### config.mk
export PLATFORM = sky130hd
export DESIGN_NAME = uart_rx
export DESIGN_NICKNAME = d
export VERILOG_FILES = /design/src/rtl/uart_pkg.sv /design/src/rtl/uart_rx_sampler.sv /design/src/rtl/uart_rx.sv
export SDC_FILE = /design/constraint.sdc
export NUM_CORES = 1
export LEC_CHECK = 0
export CORE_MARGIN = 2
export CORE_UTILIZATION = 40
export DETAILED_ROUTE_END_ITERATION = 16
export SLEW_MARGIN = 20
export SYNTH_ARGS = -nofsm -noshare
export SYNTH_HDL_FRONTEND = slang
export SYNTH_SLANG_ARGS = --single-unit
### constraint.sdc
create_clock -name CLK_RX -period 1.31 [get_ports CLK_RX]
set_input_delay 0.1965 -clock CLK_RX [delete_from_list [all_inputs] [get_ports CLK_RX]]
set_output_delay 0.1965 -clock CLK_RX [all_outputs]
set_load 0.05 [all_outputs]
### src/rtl/uart_pkg.sv
// Shared definitions for the UART receive path: FSM states, parity types, defaults.
// Latency: n/a (declarations only).
// Backpressure: n/a.
package uart_pkg;

  // Default frame geometry
  localparam int DEF_WIDTH    = 8;
  localparam int DEF_PRESCALE = 8;

  // Parity type select values for PAR_TYP
  localparam logic PAR_EVEN = 1'b0;
  localparam logic PAR_ODD  = 1'b1;

  // Receiver frame states
  typedef enum logic [2:0] {
    ST_IDLE   = 3'd0,
    ST_START  = 3'd1,
    ST_DATA   = 3'd2,
    ST_PARITY = 3'd3,
    ST_STOP   = 3'd4
  } rx_state_t;

  // 2-of-3 majority used to reject single-sample noise
  function automatic logic maj3(input logic a, input logic b, input logic c);
    return (a & b) | (a & c) | (b & c);
  endfunction

endpackage

### src/rtl/uart_rx_sampler.sv
// Per-bit oversampling: edge counter plus 3-sample majority vote around mid-bit.
// Latency: majority valid one cycle after the third sample (edge_cnt = PRESCALE/2+1).
// Backpressure: none; runs freely while run is high, held at zero otherwise.
module uart_rx_sampler
  import uart_pkg::*;
#(
  parameter int PRESCALE = DEF_PRESCALE
) (
  input  logic clk,
  input  logic rst_n,
  input  logic rx_s,
  input  logic run,
  output logic sampled_bit,
  output logic sample_valid,
  output logic bit_done
);

  localparam int CW = (PRESCALE > 2) ? $clog2(PRESCALE) : 1;

  localparam logic [CW-1:0] CNT_LAST = CW'(PRESCALE - 1);
  localparam logic [CW-1:0] SMP_0    = CW'(PRESCALE / 2 - 1);
  localparam logic [CW-1:0] SMP_1    = CW'(PRESCALE / 2);
  localparam logic [CW-1:0] SMP_2    = CW'(PRESCALE / 2 + 1);

  logic [CW-1:0] edge_cnt;
  logic          smp_a;
  logic          smp_b;

  // Position within the current bit period; cleared whenever the receiver is idle
  always_ff @(posedge clk or negedge rst_n) begin
    if (!rst_n) begin
      edge_cnt <= '0;
    end else if (!run) begin
      edge_cnt <= '0;
    end else if (edge_cnt == CNT_LAST) begin
      edge_cnt <= '0;
    end else begin
      edge_cnt <= edge_cnt + CW'(1);
    end
  end

  // Capture the first two mid-bit samples; vote with the third as it arrives
  always_ff @(posedge clk or negedge rst_n) begin
    if (!rst_n) begin
      smp_a        <= 1'b1;
      smp_b        <= 1'b1;
      sampled_bit  <= 1'b1;
      sample_valid <= 1'b0;
    end else begin
      sample_valid <= run && (edge_cnt == SMP_2);
      if (run && (edge_cnt == SMP_0)) begin
        smp_a <= rx_s;
      end
      if (run && (edge_cnt == SMP_1)) begin
        smp_b <= rx_s;
      end
      if (run && (edge_cnt == SMP_2)) begin
        sampled_bit <= maj3(smp_a, smp_b, rx_s);
      end
    end
  end

  assign bit_done = run && (edge_cnt == CNT_LAST);

endmodule

### src/rtl/uart_rx.sv
// UART receiver: start, width data bits LSB first, optional parity, one stop bit.
// Latency: 2-cycle input synchroniser; result pulses one cycle after stop-bit majority.
// Backpressure: none; the consumer must take P_DATA_RX on the DATA_VALID_RX pulse.
module uart_rx
  import uart_pkg::*;
#(
  parameter int width    = DEF_WIDTH,
  parameter int PRESCALE = DEF_PRESCALE
) (
  input  logic             CLK_RX,
  input  logic             RST_RX,
  input  logic             RX_IN,
  input  logic             PAR_EN,
  input  logic             PAR_TYP,
  output logic [width-1:0] P_DATA_RX,
  output logic             DATA_VALID_RX,
  output logic             PAR_ERR,
  output logic             STP_ERR,
  output logic             Busy
);

  localparam int BW = (width > 1) ? $clog2(width) : 1;
  localparam logic [BW-1:0] BIT_LAST = BW'(width - 1);

  logic             rx_meta;
  logic             rx_s;
  rx_state_t        state;
  rx_state_t        state_nxt;
  logic [BW-1:0]    bit_cnt;
  logic [width-1:0] shift_q;
  logic             par_en_q;
  logic             par_typ_q;
  logic             par_bad;
  logic             exp_par;
  logic             start_seen;
  logic             sampled_bit;
  logic             sample_valid;
  logic             bit_done;

  // Two-flop synchroniser; idles high so reset never looks like a start edge
  always_ff @(posedge CLK_RX or negedge RST_RX) begin
    if (!RST_RX) begin
      rx_meta <= 1'b1;
      rx_s    <= 1'b1;
    end else begin
      rx_meta <= RX_IN;
      rx_s    <= rx_meta;
    end
  end

  uart_rx_sampler #(
    .PRESCALE(PRESCALE)
  ) u_sampler (
    .clk         (CLK_RX),
    .rst_n       (RST_RX),
    .rx_s        (rx_s),
    .run         (state != ST_IDLE),
    .sampled_bit (sampled_bit),
    .sample_valid(sample_valid),
    .bit_done    (bit_done)
  );

  assign start_seen = (state == ST_IDLE) && !rx_s;
  assign exp_par    = (^shift_q) ^ (par_typ_q == PAR_ODD);
  assign Busy       = (state != ST_IDLE);

  // Frame state register
  always_ff @(posedge CLK_RX or negedge RST_RX) begin
    if (!RST_RX) begin
      state <= ST_IDLE;
    end else begin
      state <= state_nxt;
    end
  end

  // Next-state: bit-to-bit moves on bit_done, START/STOP decisions on the vote
  always_comb begin
    state_nxt = state;
    case (state)
      ST_IDLE: begin
        if (!rx_s) begin
          state_nxt = ST_START;
        end
      end
      ST_START: begin
        // A start bit that votes high was a glitch on an idle line
        if (sample_valid && sampled_bit) begin
          state_nxt = ST_IDLE;
        end else if (bit_done) begin
          state_nxt = ST_DATA;
        end
      end
      ST_DATA: begin
        if (bit_done && (bit_cnt == BIT_LAST)) begin
          state_nxt = par_en_q ? ST_PARITY : ST_STOP;
        end
      end
      ST_PARITY: begin
        if (bit_done) begin
          state_nxt = ST_STOP;
        end
      end
      ST_STOP: begin
        // Leave mid stop bit so a back-to-back start edge is not missed
        if (sample_valid) begin
          state_nxt = ST_IDLE;
        end
      end
      default: begin
        state_nxt = ST_IDLE;
      end
    endcase
  end

  // Frame datapath: per-frame config latch, shift register, parity and result pulses
  always_ff @(posedge CLK_RX or negedge RST_RX) begin
    if (!RST_RX) begin
      bit_cnt       <= '0;
      shift_q       <= '0;
      par_en_q      <= 1'b0;
      par_typ_q     <= PAR_EVEN;
      par_bad       <= 1'b0;
      P_DATA_RX     <= '0;
      DATA_VALID_RX <= 1'b0;
      PAR_ERR       <= 1'b0;
      STP_ERR       <= 1'b0;
    end else begin
      DATA_VALID_RX <= 1'b0;
      PAR_ERR       <= 1'b0;
      STP_ERR       <= 1'b0;

      // Parity configuration is frozen for the whole frame at the start edge
      if (start_seen) begin
        par_en_q  <= PAR_EN;
        par_typ_q <= PAR_TYP;
        par_bad   <= 1'b0;
        bit_cnt   <= '0;
      end

      case (state)
        ST_DATA: begin
          if (sample_valid) begin
            shift_q[bit_cnt] <= sampled_bit;
          end
          if (bit_done) begin
            bit_cnt <= bit_cnt + BW'(1);
          end
        end
        ST_PARITY: begin
          if (sample_valid) begin
            par_bad <= (sampled_bit != exp_par);
          end
        end
        ST_STOP: begin
          // Stop error outranks parity error; the word is only published when clean
          if (sample_valid) begin
            if (!sampled_bit) begin
              STP_ERR <= 1'b1;
            end else if (par_bad) begin
              PAR_ERR <= 1'b1;
            end else begin
              P_DATA_RX     <= shift_q;
              DATA_VALID_RX <= 1'b1;
            end
          end
        end
        default: begin
        end
      endcase
    end
  end

endmodule

==> results of run 1 <==
[timing repair]
action / CTS / global route
buffers inserted: 6 / 4
pin swaps: 17 / 4
hold buffers: 0 / 0
endpoints found under the hold margin: 0 / 0
cloned: 0 / 1
resized for setup: 29 / 17
setup endpoints to repair: 29 / 29
[metrics by stage]
stage | area [µm²] | instances | power [W]
floorplan | 1850 | 144 | 0.00251
global placement | 2320 | 229 | 0.00294
detailed placement | 2320 | 229 | 0.00301
CTS | 2610 | 243 | 0.00433
global route | 2730 | 248 | 0.00483
finish | 2730 | 248 | 0.00453
[worst register-to-register path, cell delays in order, from the launching register on]
cell and delay [ns]:
dfrtp_1 0.40, buf_6 0.13, and4bb_2 0.33, nand2b_4 0.09, nor3b_4 0.20, mux2_4 0.31
[area by class of cell]
class	count	share of cell area, %
inverters	9	1.33
multi-input cells	92	37.0
clock inverters	2	1.28
flip-flops and latches	37	34.1
well taps	52	2.38
clock buffers	6	2.65
repair buffers	50	21.2
[metal layers]
layer / vias to the layer above / wire [µm] / track usage (%)
met5: - / 0 / 0
met4: 0 / 76 / 6.50
met2: 26 / 2020 / 26.6
li1: 598 / - / -
met1: 614 / 1570 / 19.9
met3: 11 / 144 / 4.92
[kinds of logic (layout without fill, tap and decap cells)]
family	after synthesis	count (layout)	synth area share [%]
buffers and inverters	16	67	4.91
muxes	20	20	14.3
AOI/OAI and AO/OA	14	14	5.33
and+or+nand+nor	41	42	13.8
DFF	37	37	51.6
xor gates and xnor gates	8	8	4.64
adders and majority gates	8	8	5.40
[path summary, 6_finish.rpt]
check | from | to | slack [ns]
min in group CLK_RX | RX_IN | rx_meta | 0.31
max reg2reg | state[0] | shift_q[2] | -0.26
min | RST_RX | P_DATA_RX[4] | 0.28
max | state[1] | Busy | -0.26
min reg2reg | rx_meta | rx_s | 0.36
max in group asynchronous | RST_RX | u_sampler.sampled_bit | 0.78
[placed cells by master, fill, tap and decap left out, drive strengths merged, types with 2 or more instances in the layout]
cell type,n
buf,46
nor2,11
and2,2
nand2,10
o21ai,2
o211ai,2
dfrtp,32
clkdlybuf4s50,4
inv,9
mux2,20
nor3b,2
dfstp,5
xnor2,6
nand3b,3
nor3,3
clkbuf,6
nand3,3
nand2b,3
o22ai,3
ha,7
[state kept, by name, indices dropped and copies added (netlist names), 3 cells and up]
register,count
P_DATA_RX,8
bit_cnt,3
shift_q,8
state,3
u_sampler.edge_cnt,3
[power groups by stage]
stage                     logic [W]  registers [W]  clock network, W
after floorplan            0.000964        0.00155                 0
after global placement      0.00138        0.00156                 0
after detailed placement    0.00144        0.00157                 0
after CTS                   0.00178        0.00155          0.000996
after global routing        0.00217        0.00161           0.00106
final                       0.00198        0.00158          0.000971
==> results by group, run 1 <==
GRT
  • Largest net degree at the start of global routing: 38
  • Antenna violations before repair: 0
  • First-pass GRT wire length: 6.32 mm
  • GRT Overall Usage: 16.2%
  • Vias in the first global route: 1328
  • Grt total ovfl: 0

Status
  • Status: finished with violations
  • Failing checks: setup timing

Pwr
  • Flop pwr share: 34.8%
  • Leakage: 1.26 nW
  • Switching Share: 33.1%
  • Internal power: 0.00303 W
  • VDD IR max: 1.27 mV
  • Power Density: 1660 mW/mm²
  • Psw: 0.00150 W
  • Comb power frac: 43.8%
  • Clock power frac: 21.4%

Die
  • CORE AREA: 0.00435 mm²
  • Starting Density: 41.5%
  • FP Rows: 24
  • Die width: 71.2 µm
  • Die height: 71.2 µm
  • Die ar.: 0.00507 mm²
  • # IOs: 17

Synthesis
  • Mapped Area: 0.00181 mm²
  • Synth Register Bits: 37
  • Post-synth top area cell: dfrtp_1
  • Syn nets: 156
  • Count leader, synth: dfrtp_1
  • Top cells by count, synth: 32 x dfrtp_1, 11 x mux2_2, 10 x nand2_1
  • Post-Syn Area per Cell: 12.6 µm²
  • Register area share after synthesis: 51.6%
  • Post-synth ARST share: 100%
  • Top post-synthesis cells by area: dfrtp_1 44%, mux2_4 7.5%, dfstp_2 7.3%
  • Gate Count Post-Synth: 144
  • Yosys cell types: 42
  • Synth warnings: 0
  • Top FF cell, synth: dfrtp_1
  • Yosys top cell area share: 44.3%
  • EDFF count, synth: 0

Critical path
  • Worst setup EP type: primary output
  • Slowest cell on crit path: dfrtp_1
  • R2R cell count: 5
  • Crit-path max FO: 2
  • Setup CP Type: reg2out
  • Crit path required time: 1.11 ns
  • WP buf/inv: 4
  • Critical path arrival: 1.37 ns
  • Most used cell, CP: buf_6
  • Startpoint Class: flop
  • Top Family by Delay on Critical Path: buffers and inverters
  • Critical path depth: 5
  • CP Cell Sequence: buf_6 -> nor3_4 -> inv_4 -> buf_6 -> buf_8
  • Critical Path Max Stage Delay: 0.41 ns

Drt
  • Via density: 5.04
  • Post-route ant nets: 0
  • Via Count: 1249
  • Number of DRC markers in iteration 0: 49
  • Final wirelength: 3.81 mm
  • Wire per inst: 15.4 µm
  • DRC viols: 0
  • DRT Pass-1 Iters: 4

Finish
  • Area growth from synthesis to layout: 51.2%
  • Layout cells sized above 1: 57.1%
  • Antenna Cells: 0
  • Final core occ: 62.8%
  • Layout Nets: 207
  • Fillers: 326
  • Reg area: 932 µm²
  • Footprint of the multi-input gates: 0.00101 mm²

STA
  • Final setup violation count: 26
  • Hold slack: 0.277 ns
  • Highest Clock Rate: 0.637 GHz
  • Slew headroom: 85.1%
  • Worst Clk Skew: 0.00842 ns
  • Final worst-path setup slack: -0.260 ns
  • Setup_tns: -3.96 ns
  • Final worst-path cycle share: 120%
  • Worst slew pin tran: 0.221 ns
  • Setup repair after global routing missed its margin: true
  • Slew Limit Fails: 0
  • Min Clock Period, post-route: 1.57 ns
  • Final Hold Viols: 0

Clocking
  • CTS tree: built
  • TritonCTS Buffers: 5
  • Clk_lat worst skew: 0.29 ns
  • Clock sinks: 37
  • Clock buffer depth: 2
  • H-tree depth: 2
  • CTS clk-pin slew, worst paths: 0.08 ns
  • Clk root buf: clkbuf_8

Placed design
  • # port buffers: 16
  • Gp weighted congestion: 0.845
  • Hpwl dp: 2.46 mm
  • Worst setup slack after placement: -0.178 ns

Worst hold path
  • Worst min path class: in2async

Flow run
  • Max-cap violations: 0
(Power assumes the default switching activity.)
==> run 2, diff against run 1 <==
--- a/config.mk
+++ b/config.mk
@@ -8,6 +8,7 @@
 export CORE_MARGIN = 2
 export CORE_UTILIZATION = 40
 export DETAILED_ROUTE_END_ITERATION = 16
+export RECOVER_POWER = 100
 export SLEW_MARGIN = 20
 export SYNTH_ARGS = -nofsm -noshare
 export SYNTH_HDL_FRONTEND = slang
==> run 2 against run 1 <==
Net effect: the run still ends with setup timing left; largest cell class unchanged; global-route usage unchanged; worst hold slack better by 0.083 ns; critical path depth stayed put; non-clock buffer count did not move; combinational power about the same; first-iteration DRC count shrank 4.1%; register-to-register slack is essentially flat; clock skew is 0.0011 ns higher; total power is 0.19% lower.
==> results by group, run 2 (synthesis gave the netlist of run 1 again) <==
STA
  • Highest Clock Rate: 0.638 GHz (+0.16%)
  • Worst Clk Skew: 0.00952 ns (+0.00110 ns)
  • Final Hold Viols: 0 (unchanged)
  • Worst slew pin tran: 0.917 ns (+0.696 ns)
  • Final worst-path setup slack: -0.258 ns (+0.00253 ns)
  • Min Clock Period, post-route: 1.57 ns (-0.00253 ns)
  • Final worst-path cycle share: 120% (-0.19 points)
  • Hold slack: 0.359 ns (+0.0826 ns)
  • Final setup violation count: 26 (unchanged)
  • Slew headroom: 38.8% (-46 points)
  • Slew Limit Fails: 0 (unchanged)
  • Setup repair after global routing missed its margin: true

Pwr
  • Switching Share: 33.2% (+0.067 points)
  • Internal power: 0.00302 W (-0.29%)
  • Comb power frac: 43.6% (-0.2 points)
  • VDD IR max: 1.27 mV (about the same)
  • Psw: 0.00150 W (about the same)
  • Flop pwr share: 34.9% (about the same)
  • Clock power frac: 21.5% (about the same)
  • Power Density: 1770 mW/mm² (+7.1%)
  • Leakage: 1.20 nW (-4.3%)

Finish
  • Non-Filler Instances: 248 (unchanged)
  • Biggest regs: P_DATA_RX: 8 flops, shift_q: 8 flops
  • Reg area: 932 µm² (unchanged)
  • Commonest non-fill, non-tap cell in the layout: dfrtp_1
  • Area growth from synthesis to layout: 41.0%
  • Commonest non-fill, non-tap cells in the layout: 32 x dfrtp_1, 22 x buf_4, 15 x mux2_4, 12 x clkbuf_2, 10 x buf_6
  • Antenna Cells: 0 (unchanged)
  • Fillers: 348 (+6.7%)
  • Layout Nets: 207 (unchanged)
  • Footprint of the multi-input gates: 0.00101 mm² (-0.49%)
  • Layout cells sized above 1: 57.1% (unchanged)
  • Final core occ: 58.5% (-4.3 points)

Status
  • Failing checks: setup timing
  • Status: finished with violations

GRT
  • Vias in the first global route: 1328 (unchanged)
  • First-pass GRT wire length: 6.32 mm (unchanged)
  • Grt total ovfl: 0 (unchanged)
  • Largest net degree at the start of global routing: 38 (unchanged)
  • GRT Overall Usage: 16.2% (unchanged)
  • Antenna violations before repair: 0 (unchanged)

Die
  • FP Rows: 24 (unchanged)
  • Starting Density: 41.5% (unchanged)
  • Die height: 71.2 µm (unchanged)
  • Die ar.: 0.00507 mm² (unchanged)
  • # IOs: 17 (unchanged)
  • Die width: 71.2 µm (unchanged)
  • CORE AREA: 0.00435 mm² (unchanged)

Drt
  • DRC viols: 0 (unchanged)
  • Via Count: 1254 (+0.40%)
  • Wire per inst: 15.5 µm (+0.60%)
  • Post-route ant nets: 0 (unchanged)
  • Via density: 5.06 (+0.40%)
  • Number of DRC markers in iteration 0: 47 (-4.1%)
  • DRT Pass-1 Iters: 4 (unchanged)
  • Final wirelength: 3.84 mm (+0.60%)

Placed design
  • Gp weighted congestion: 0.845 (unchanged)
  • Placed cell count: 229 (unchanged)
  • # port buffers: 16 (unchanged)
  • Hpwl dp: 2.46 mm (unchanged)
  • Worst setup slack after placement: -0.178 ns (unchanged)

Worst hold path
  • Worst min path class: reg2reg

Clocking
  • CTS tree: built
  • Clk_lat worst skew: 0.29 ns (about the same)
  • Clk root buf: clkbuf_8
  • H-tree depth: 2 (unchanged)
  • Clock buffer depth: 2 (unchanged)
  • Hold Buf Count CTS: 0 (unchanged)
  • CTS clk-pin slew, worst paths: 0.07 ns (about the same)
  • Clock sinks: 37 (unchanged)
  • TritonCTS Buffers: 5 (unchanged)

Flow run
  • Max-cap violations: 0 (unchanged)

Critical path
  • Critical path arrival: 1.37 ns (about the same)
  • Crit path required time: 1.11 ns (about the same)
  • Internal reg-to-reg setup slack: -0.26 ns (about the same)
  • Crit-path max FO: 2 (unchanged)
  • Setup CP Type: reg2out
  • Worst setup EP type: primary output
  • Startpoint Class: flop
[run 2: cell count changes in the layout (fill, tap and decap cells not counted), moves of 2 or more]
cell,before,now
buf_12,12,0
clkbuf_2,0,12
clkdlybuf4s50_1,4,2
dlygate4sd3_1,0,2
[run 2: power groups by stage]
stage          Sequential (W)  Clock (W)  Combinational, W
6_report              0.00158   0.000973           0.00197
5_1_grt               0.00161    0.00106           0.00215
4_1_cts               0.00155   0.000996           0.00178
3_5_place_dp          0.00157          0           0.00144
3_3_place_gp          0.00156          0           0.00138
2_1_floorplan         0.00155          0          0.000964
[run 2: timing repair]
item	in CTS	in global routing
gates cloned	0	1
setup buffers	6	4
endpoints found under the setup margin	29	29
gates resized for setup	29	17
pin swaps	17	4
[run 2: final timing paths]
path,start,end,cells after the start
min in group asynchronous,RST_RX,P_DATA_RX[4],2
worst max register to register,state[0],shift_q[2],5
max in group asynchronous,RST_RX,par_en_q,2
worst min-delay path,rx_meta,rx_s,0
worst min register to register,rx_meta,rx_s,0
worst max-delay path,state[1],Busy,5
[run 2: per-layer routing]
| layer | up-vias | track usage (%) | share of wire (%) |
|---|---|---|---|
| met3 | 11 | 4.92 | 3.4 |
| met5 | - | 0 | 0 |
| met2 | 25 | 26.6 | 52 |
| li1 | 598 | - | - |
| met1 | 620 | 19.9 | 42 |
| met4 | 0 | 6.50 | 2.0 |
[run 2: metrics by stage]
stage / power, W / area, µm² / TNS (ns)
finish: 0.00452 / 2550 / -4.07
global route: 0.00482 / 2550 / -7.79
CTS: 0.00433 / 2610 / -3.50
detailed placement: 0.00301 / 2320 / -2.22
global placement: 0.00294 / 2320 / -1.60
floorplan: 0.00251 / 1850 / -1.57
[run 2: cell type report]
class | instances | share of cell area, %
multi-input combinational | 92 | 39.5
sequential | 37 | 36.6
timing repair buffer | 50 | 15.7
clock buffer | 6 | 2.85
tap | 52 | 2.55
inverter | 9 | 1.42
clock inverter | 2 | 1.37
[run 2: worst max-delay path, cell delays in order (launching register included)]
cell,delay [ns]
dfrtp_1,0.41
buf_6,0.14
nor3_4,0.23
inv_4,0.05
buf_6,0.12
buf_8,0.14
